--- src/rtl/parity_frame_ctrl.sv ---
// Serial even-parity frame receiver: start, DATA_W data bits LSB first, then parity; saturating error count.
// Result is registered one cycle after the parity bit; in_ready drops while the result is held unacknowledged.
module parity_frame_ctrl #(
   parameter int DATA_W = 4,
   parameter int CNT_W  = 8
) (
   input  logic              clk,
   input  logic              rst,
   input  logic              start,
   input  logic              din,
   input  logic              din_valid,
   output logic              in_ready,
   output logic [DATA_W-1:0] data_out,
   output logic              pec,
   output logic              out_valid,
   input  logic              out_ready,
   input  logic              clr_cnt,
   output logic [CNT_W-1:0]  err_count
);

   localparam int IDX_W = (DATA_W > 1) ? $clog2(DATA_W) : 1;
   localparam logic [IDX_W-1:0] LAST_IDX = IDX_W'(DATA_W - 1);

   typedef enum logic [1:0] {IDLE, DATA, PAR, HOLD} state_t;

   state_t            state;
   logic [IDX_W-1:0]  idx;
   logic              acc;
   logic [DATA_W-1:0] data_sh;
   logic              par_err;

   // Parity outcome for the bit being offered in PAR; drives both pec and the counter.
   assign par_err = acc ^ din;

   always_ff @(posedge clk) begin
      if (rst) begin
         state     <= IDLE;
         idx       <= '0;
         acc       <= 1'b0;
         data_sh   <= '0;
         data_out  <= '0;
         pec       <= 1'b0;
         out_valid <= 1'b0;
         in_ready  <= 1'b1;
         err_count <= '0;
      end else begin
         if (clr_cnt)
            err_count <= '0;
         else if (state == PAR && din_valid && par_err && err_count != '1)
            err_count <= err_count + 1'b1;

         case (state)
            IDLE: begin
               if (start) begin
                  state <= DATA;
                  idx   <= '0;
                  acc   <= 1'b0;
               end
            end
            DATA: begin
               if (din_valid) begin
                  data_sh[idx] <= din;
                  acc          <= acc ^ din;
                  if (idx == LAST_IDX)
                     state <= PAR;
                  else
                     idx <= idx + 1'b1;
               end
            end
            PAR: begin
               // data_out/pec change only here so they persist after the handshake.
               if (din_valid) begin
                  pec       <= par_err;
                  data_out  <= data_sh;
                  out_valid <= 1'b1;
                  in_ready  <= 1'b0;
                  state     <= HOLD;
               end
            end
            HOLD: begin
               if (out_ready) begin
                  out_valid <= 1'b0;
                  in_ready  <= 1'b1;
                  state     <= IDLE;
               end
            end
            default: state <= IDLE;
         endcase
      end
   end

endmodule

--- config.mk ---
export PLATFORM = sky130hd
export DESIGN_NAME = parity_frame_ctrl
export DESIGN_NICKNAME = d
export VERILOG_FILES = /design/src/rtl/parity_frame_ctrl.sv
export SDC_FILE = /design/constraint.sdc
export NUM_CORES = 1
export LEC_CHECK = 0
export CAP_MARGIN = 5
export CORE_UTILIZATION = 37
export CTS_CLUSTER_DIAMETER = 60
export DETAILED_ROUTE_END_ITERATION = 8
export GPL_TIMING_DRIVEN = 0
export PLACE_DENSITY = 0.63
export SYNTH_ARGS = -nofsm -noshare
export SYNTH_HDL_FRONTEND = slang
export SYNTH_SLANG_ARGS = --single-unit
--- constraint.sdc ---
create_clock -name clk -period 3.6 [get_ports clk]
set_clock_uncertainty 0.15 [all_clocks]
set_input_delay 0.36 -clock clk [delete_from_list [all_inputs] [get_ports clk]]
set_output_delay 0.36 -clock clk [all_outputs]
set_load 0.005 [all_outputs]
# [Word level (Yosys, flattened, before mapping)]
# Cells that the tools add are included.
[word_totals] regBits=24
[classes] n_addsub=2 order_cmp=2 eq_ne=11 n_mux=22 bitwise=1 n_reduce_logical=14
[ops] operator="2-bit two-way mux" count=8
[ops] operator="2-bit inequality test, second input constant" count=6
[ops] operator="8-bit by 1-bit adder with 8-bit output, second input constant" count=1
[ops] operator="8-bit inequality test, second input constant" count=1
[ops] operator="2-bit case mux with 4 select lines" count=1
[ops] operator="1-bit two-way mux" count=7
[ops] operator="2-bit equality test, second input constant" count=3
[ops] operator="1-bit case mux with 2 select lines" count=3
[ops] operator="3-bit AND reduction" count=2
[ops] operator="5-bit AND reduction" count=1
[ops] operator="4-bit bitwise mux" count=1
[ops] operator="1-bit logical AND" count=4
[ops] operator="2-bit case mux with 2 select lines" count=1
[ops] operator="2-bit AND reduction" count=2
[ops] operator="4-bit AND reduction" count=1
[ops] operator="2-bit nonzero test" count=2
[ops] operator="2-bit by 3-bit less-than comparator with 1-bit output, second input constant" count=1
[ops] operator="2-bit by 1-bit adder with 2-bit output, second input constant" count=1
[ops] operator="1-bit demux with 2-bit select" count=1
[ops] operator="2-bit by 1-bit equality test with 1-bit output, second input constant" count=1
[ops] operator="2-bit by 1-bit >= comparator with 1-bit output, second input constant" count=1
[ops] operator="2-bit zero test" count=1
[ops] operator="2-bit OR reduction" count=1
[ops] operator="1-bit XOR" count=1

# [Logic depth before layout (Yosys ltp)]
# Gate-level depths: netlist of run 1.
[depth] word_depth=5 mapped_depth=7 mapped_depth_nobuf=6

# [Least setup slack after synthesis of run 1]
# No wires, ideal clock.
[synth_path] path_kind="register -> register" startpoint="reg state[0]" endpoint="reg state[1]" setup_ps=128 arrival_time_ps=1735 setup_slack_ps=1587 path_stages_with_launch=7 n_path_buf=0 cell_sequence="dfxtp_1 inv_1 ha_1 nor2b_1 a2111oi_0 mux2i_1 nor2_1"
[synth_between] elab_chain_len=3 elab_cells_between_ends=11
[synth_rtl] item="start: declaration" line_no="26" rtl="state_t state;"
[synth_rtl] item="start signal: assignment" line_no="37" rtl="state <= IDLE;"
[synth_rtl] item="start signal: assignment" line_no="55" rtl="state <= DATA;"
[synth_rtl] item="start signal: assignment" line_no="65" rtl="state <= PAR;"
[synth_rtl] item="2-bit by 1-bit equality test with 1-bit output (tied with other cells)" line_no="52" rtl="case (state)"
[synth_rtl] item="2-bit inequality test (no line)"
[synth_rtl] item="5-bit AND reduction (no line)"
# Several ways; a longest one is shown, not always the timed one.
# A chain may end at the register's enable or synchronous reset.

# [Worst setup path in the final report of run 1]
[layout_path] startpoint="reg state[0]" endpoint="reg state[0]"
# The elaborated chain is that of the path after synthesis.

==> results of run 1 <==
kinds of logic (layout without fill, tap and decap cells):
family	count (synthesis)	count (layout)
flops	24	24
compound gates	32	32
mux	4	4
xor+xnor	3	3
simple gates	66	66
buf+inv	10	34
fa+ha+maj	10	10
layer usage:
layer,share of wire (%),wire length [um],track usage (%)
met5,0,0,0
met3,2.7,69,2.620
met1,47,1228,20.64
met2,49,1271,27.13
met4,0.73,19,7.641
registers in the layout (all words and copies together) (netlist names):
signal	flops
in_ready	1
data_out	4
out_valid	1
acc	1
data_sh	4
state	2
pec	1
idx	2
err_count	8
stage by stage:
step	instance area (um^2)	utilization [%]	std cells	hold slack [ns]	power (mW)
2_1_floorplan	1224	-	149	0.2815	0.4684
3_3_place_gp	1479	47.66	213	0.2944	0.5233
3_5_place_dp	1479	47.66	213	0.2982	0.5381
4_1_cts	1515	48.83	217	0.2742	0.6822
5_1_grt	1515	48.83	217	0.3154	0.7246
6_report	1515	48.83	217	0.2675	0.6746
worst paths after layout:
check | from | to | slack, ns | cells past startpoint
worst max-delay path | state[0] | state[0] | 1.31 | 6
worst min-delay path | rst | idx[1] | 0.27 | 2
worst max register to register | state[0] | state[0] | 1.31 | 6
worst min register to register | data_out[0] | data_out[0] | 0.31 | 2
cells in the mapped netlist, types with 2 or more instances:
cell type / instances
sky130_fd_sc_hd__ha_1: 10
sky130_fd_sc_hd__xnor2_1: 2
sky130_fd_sc_hd__a2111oi_0: 3
sky130_fd_sc_hd__mux2i_1: 4
sky130_fd_sc_hd__a211oi_1: 3
sky130_fd_sc_hd__inv_1: 5
sky130_fd_sc_hd__o21ai_0: 3
sky130_fd_sc_hd__clkbuf_1: 5
sky130_fd_sc_hd__nand2b_1: 2
sky130_fd_sc_hd__a21oi_1: 18
sky130_fd_sc_hd__and2_1: 4
sky130_fd_sc_hd__nor2b_1: 5
sky130_fd_sc_hd__nand3_1: 5
sky130_fd_sc_hd__nor2_1: 13
sky130_fd_sc_hd__dfxtp_1: 24
sky130_fd_sc_hd__nor3_1: 3
sky130_fd_sc_hd__nand2_1: 25
power by group:
group | internal, mW | leakage [nW] | switching (mW)
Sequential | 0.291 | 0.194 | 0.0226
Combinational | 0.0960 | 0.328 | 0.122
Clock | 0.0617 | 0.0210 | 0.0813
worst register-to-register path, stage by stage, from the launching register on:
cell and delay, ns:
sky130_fd_sc_hd__dfxtp_1 0.41, sky130_fd_sc_hd__inv_1 0.10, sky130_fd_sc_hd__ha_1 0.23, sky130_fd_sc_hd__nor2b_1 0.18
sky130_fd_sc_hd__a2111oi_0 0.79, sky130_fd_sc_hd__nor2_1 0.08, sky130_fd_sc_hd__a211oi_1 0.27
final cells by class:
class,instances,area (um^2)
timing repair buffer,20,200.2
fill,335,1588
sequential,24,480.5
multi-input combinational,115,705.7
inverter,5,18.77
clock buffer,4,36.28
buffer,5,18.77
tap,44,55.05
==> results.md, run 1 <==
- The biggest area contributor in the post-synthesis netlist is sky130_fd_sc_hd__dfxtp_1.
- The max-slew headroom at the worst pin is ~36%.
- The layout-stage area growth over the synthesis result is 23.82%.
- The post-synthesis cell area is between 1000 and 1500 um^2.
- The total die area is between 3000 and 4000 um^2.
- In this run the number of H-tree levels came out at 1.
- The number of vias in the routed layout is 1061.
- In this design, the stage delay of the slowest critical-path cell is just under 0.8 ns.
- VDD sags by at most approximately 0.00033 V.
- The critical path is of the flop to flop type.
- The CTS tree is built.
- In this run the remaining antenna-violating nets after routing total 0.
- Once the clock tree was built, the setup fixing pass inserted 0 buffers.
- The minimum clock period is ~2.3 ns.
- The number of flops mapped to enable cells by yosys is 0.
- The largest family of logic cells by synthesized area is simple AND/OR/NAND/NOR gates.
- The cell type of the slowest stage on the worst timing path is sky130_fd_sc_hd__a2111oi_0.
- Across all setup checks in the final design, the least slack found is ~1.3 ns.
- In the synthesized netlist, mux cells make up roughly 3.3% of the area.
- The leakage power is approximately 0.54 nW.
- In this run the vertical extent of the chip is 59.51 um.
- The worst setup path is captured at a flop.
- The total wire length after detailed routing is about 2.6 mm.
- The count of endpoints failing hold in the final timing report was 0.
- Pin placement for this block handled 22 I/O pins.
- The synthesized design contains 24 register bits.
- Yosys attributes the largest share of cell area to sky130_fd_sc_hd__dfxtp_1 39%, sky130_fd_sc_hd__ha_1 10%, sky130_fd_sc_hd__nand2_1 7.7%.
- Yosys printed 0 warnings.
- The starting density of the core is 39.44%.
- The post-route netlist has roughly 4.6% of its cells at a drive strength greater than 1.
- The total nets after synthesis is 166.
- The proportion of synthesized chip area in sequential cells is ~39%.
- Global routing finished with a remaining overflow of 0.
- After detailed routing, the number of remaining DRC violations is 0.
- The first-pass detailed-route iteration total is 4.
- The power density over the cells is about 450 nW/um^2.
- The synthesized design devotes to its leading area cell type between 30 and 40% of total area.
- The number of rows in the core area is 20.
- Among cell families on the critical path, the largest total delay comes from compound AO/OA/AOI/OAI gates.
- The post-synthesis compound-gate area fraction is 15.95%.
- The synthesized area per cell is about 8.2 um^2.
- The initial antenna violation count is 0.
- The largest fanout on the critical path is 4.
- Setup repair after global routing left no endpoint under its margin.
- After layout, the worst path uses a little under two thirds of the clock period.
- In the synthesized netlist the dominant register cell turns out to be sky130_fd_sc_hd__dfxtp_1.
- The data arrival at the endpoint of the critical path is between 2 and 2.5 ns.
- The top cell types in the final layout, fill and taps aside, are 25 x sky130_fd_sc_hd__nand2_1, 24 x sky130_fd_sc_hd__dfxtp_1, 20 x sky130_fd_sc_hd__clkdlybuf4s50_1.
- The average via count per standard cell is 4.889.
- Entering global routing, the biggest net connects 14 pins.
- The congestion estimate from routability-driven global placement came to a little under 0.8.
- The number of setup violations in the final report is 0.
- For the worst-skew pair, the clock arrives at the later sink with an insertion delay of ~0.31 ns.
- The number of hold-repair buffers added at the cts stage is 0.
- Dividing the detail-routed wire length by the instance count gives 11.93 um.
- The first global-routing pass estimated around 4.4 mm of wire.
- Summing the areas of all xor and xnor instances in the mapped netlist gives about 2.1% of the synthesized area.
- The number of gates resized after CTS was 0.
- The total count of max-transition violations in the final report is 0.
- The fraction of the mapped netlist area in simple logic gates is 26.07%.
- The number of buffers and inverters on the critical path is 1.
- The total routing resource utilization after global routing is ~16%.
- Derived from the worst setup path, the maximum achievable clock frequency is roughly 440 MHz.
- The floorplan step set the die width to about 60 um.
- For the final routed database, the setup TNS stands at 0 ns.
- The number of unique standard cell types used by synthesis is 32.
- The post-synthesis async set-or-reset flop share is 0%.
- The run finished with clean final reports.
- No sink is reached through more buffers than the 2 on the longest clock path.
- The class of the worst hold path is input pin to flop.
- The via count of the first global-routing pass is 1009.
- The clock input transition at the sequential cells of the worst setup and hold paths is 0.13 ns.
- The final net count is 191.
- For this design, the sink count on the clock tree is 24.
- The critical path goes through inv_1 > ha_1 > nor2b_1 > a2111oi_0 > nor2_1 > a211oi_1.
- The synthesized netlist devotes just over 10% of its cell area to adder and majority cells.
- After legalization and detailed placement, the total HPWL measured between 1.5 and 2 mm.
- The number of antenna diodes is 0.
- Before CTS, the worst setup slack after placement is ~1.1 ns.
- The data required time at the worst endpoint is around 3.7 ns.
- The gate count of the mapped netlist is roughly 150.
- The transition time at the pin with the least slew margin is ~0.94 ns.
- Buffers placed on the I/O ports in this run total 20.
- The sort of element at the start of the critical path is a flop.
- TritonCTS created 3 clock buffers.
- The number of max-cap violations is 0.
- The clock root buffer is sky130_fd_sc_hd__clkbuf_4.
- The iteration-0 DRC count of the detailed router is 22.
- The total area inside the core boundary comes to 3103 um^2.
- The leading cell type in the layout, fill and taps excluded is sky130_fd_sc_hd__nand2_1.
Note: power is estimated with default switching activity, not from simulation.
==> run 2: changes to the inputs <==
Settings changed: PLACE_DENSITY 0.63 to 0.65.
Clock period 3.6 ns to 2 ns, I/O delays scaled along.
==> results.md, run 2 (synthesis gave the netlist of run 1 again) <==
- The flow ran to the end, and the final reports show no timing, DRC or antenna violations.
- The iteration-0 DRC count of the detailed router is 32 (+45%).
- The number of antenna diodes is 0 (unchanged).
- The final net count is 194 (+1.6%).
- The number of hold-repair buffers added at the cts stage is 0 (unchanged).
- The clock period could shrink to a little under 2 ns.
- The CTS tree is built.
- The top register by number of flip-flops is err_count.
- The largest fanout on the critical path came to 7 (+3).
- The total global routing overflow is 0 (unchanged).
- The first-pass GRT wire length is 4.064 mm (-6.8%).
- The quantity of I/O buffers inserted on ports is 20 (unchanged).
- The number of flip-flops under the largest register name is 8 (unchanged).
- The power density over the cells is 880.4 nW/um^2 (+98%).
- The fraction of final layout cells sized beyond drive strength 1 came to 11.93% (+7.3 points).
- The kind of critical path is input pin to flop.
- Setup repair after global routing left no endpoint under its margin.
- The highest clock frequency the design can meet is around 520 MHz.
- The final core utilization is 52.02% (+3.2 points).
- The final worst-path setup slack is 0.06635 ns (-1.246 ns).
- The total die area is 3541 um^2 (unchanged).
- The origin of the worst min-delay path is rst.
- The sort of element at the start of the critical path is an input pin.
- The worst-case clock buffer depth is 2 (unchanged).
- The area inside the core boundary is 3103 um^2 (unchanged).
- The worst register-to-register path begins at state[0].
- The clock sink total is 24 (unchanged).
- The routed length per placed instance came to 11.72 um (-1.8%).
- The logic depth of the worst register-to-register path is 6 (unchanged).
- The total wire length after detailed routing is 2.578 mm (-0.42%).
- The class of the worst hold path is input pin to flop.
- The final hold slack is 0.07395 ns (-0.1935 ns).
- The via count of the first global-routing pass was 923 (-8.5%).
- The max-slew headroom at the worst pin is 64.94% (+29 points).
- The number of vias in the routed layout is 1097 (+3.4%).
- The post-route antenna net violation count is 0 (unchanged).
- The placement-stage worst setup slack is -0.3284 ns (-1.399 ns).
- The HPWL reported at the end of detailed placement is 1.859 mm (-6.9%).
- The total routing resource utilization after global routing was 15.45% (-0.88 points).
- The clock network latency to the later pin of the worst-skew pair came to 0.32 ns (about the same).
- The top-level I/O count came to 22 (unchanged).
- The number of setup violations in the final report was 0 (unchanged).
- The first-pass detailed-route iteration total is 4 (unchanged).
- The transition time at the pin with the least slew margin was 0.5258 ns (-0.4112 ns).
- The DRC violations left is 0 (unchanged).
- The worst hold path terminates at data_sh[0].
- The number of H-tree levels is 1 (unchanged).
- The number of max-cap violations is 0 (unchanged).
- The power consumption is 1.421 mW (+110%).
- The die width was 59.51 um (unchanged).
- The data arrival at the endpoint of the critical path is 2.06 ns (-0.30 ns).
- The data required time at the worst endpoint is 2.12 ns (-1.56 ns).
- The initial antenna violation count is 0 (unchanged).
- The count of endpoints failing hold in the final timing report is 0 (unchanged).
- The number of buffers created by CTS was 3 (unchanged).
- The height of the chip is 59.51 um (unchanged).
- The total count of max-transition violations in the final report is 0 (unchanged).
- The number of rows in the core area is 20 (unchanged).
- The largest vdd supply drop is 0.0004881 V (+50%).
- The average via count per standard cell was 4.986 (+2.0%).
- The clock input transition at the sequential cells of the worst setup and hold paths is 0.14 ns (about the same).
- The setup TNS after final layout is 0 ns (unchanged).
- The cell sitting at the root of the clock tree is a sky130_fd_sc_hd__clkbuf_4.
- The leading cell type in the layout, fill and taps excluded is sky130_fd_sc_hd__nand2_1.
- The maximum number of pins on one net before global-route repair came to 15 (+1).
- The layout-stage area growth over the synthesis result is 31.90%.
- The library cells used most frequently in the layout, excluding fill and tap cells, are 24 x sky130_fd_sc_hd__nand2_1, 22 x sky130_fd_sc_hd__dfxtp_1, 20 x sky130_fd_sc_hd__clkdlybuf4s50_1.
- The setup slack of the worst register-to-register path is 0.08 ns (-1.23 ns).
- The leakage power is 0.5771 nW (+6.3%).
- The worst path uses a little over nine tenths of the clock period.
- The starting density of the core is 39.44% (unchanged).
- The largest registers in the layout are err_count x8, data_out x4, data_sh x4.
- The capture instance of the worst register-to-register path is err_count[5].
- The global placement routability congestion was 0.7537 (-3.3%).
- The instance count along the most critical hold path is 2 (unchanged).
- The type of destination of the critical path is a flop.
[run 2: worst max-delay path by stage]
stage              from           end  slack, ns
6_report            din  err_count[5]       0.07
3_5_place_dp        din  err_count[5]      -0.33
2_1_floorplan  state[0]  err_count[5]       0.04
4_1_cts        state[0]  err_count[5]       0.02
3_3_place_gp        din  err_count[5]      -0.30
5_1_grt             din  err_count[5]      0.007
[run 2: routing by layer]
layer,global-route usage [%],vias to the layer above,part of all wire (%)
met3,4.585,2,3.4
met5,0,-,0
met2,26.97,18,50
met1,18.87,505,47
li1,-,572,-
met4,2.990,0,0.39
[run 2: final cells by class]
cell class	count	area (um^2)
fill	330	1489
multi-input combinational	115	760.7
sequential	24	485.5
timing repair buffer	23	222.7
tap	44	55.05
clock inverter	1	30.03
clock buffer	3	22.52
buffer	5	18.77
inverter	5	18.77
[run 2: timing repair]
item | in CTS | in global routing
setup endpoints to repair | 5 | 5
gates resized for setup | 6 | 7
buffers inserted | 0 | 3
pin swaps | 0 | 2
[run 2: worst max-delay path: stages]
cell and delay (ns):
sky130_fd_sc_hd__clkdlybuf4s50_1 0.55, sky130_fd_sc_hd__xnor2_2 0.26, sky130_fd_sc_hd__or3_4 0.41, sky130_fd_sc_hd__or4_4 0.52
sky130_fd_sc_hd__a21oi_2 0.11
[run 2: stage by stage]
| stage | instance area [um^2] | instances |
|---|---|---|
| finish | 1614 | 220 |
| global route | 1614 | 220 |
| CTS | 1554 | 217 |
| detailed placement | 1480 | 213 |
| global placement | 1480 | 213 |
| floorplan | 1225 | 149 |
[run 2: power by group]
| part | leakage (nW) | internal, mW | switching [mW] |
|---|---|---|---|
| combinational | 0.354 | 0.234 | 0.250 |
| clock | 0.0279 | 0.203 | 0.156 |
| sequential | 0.195 | 0.530 | 0.0477 |
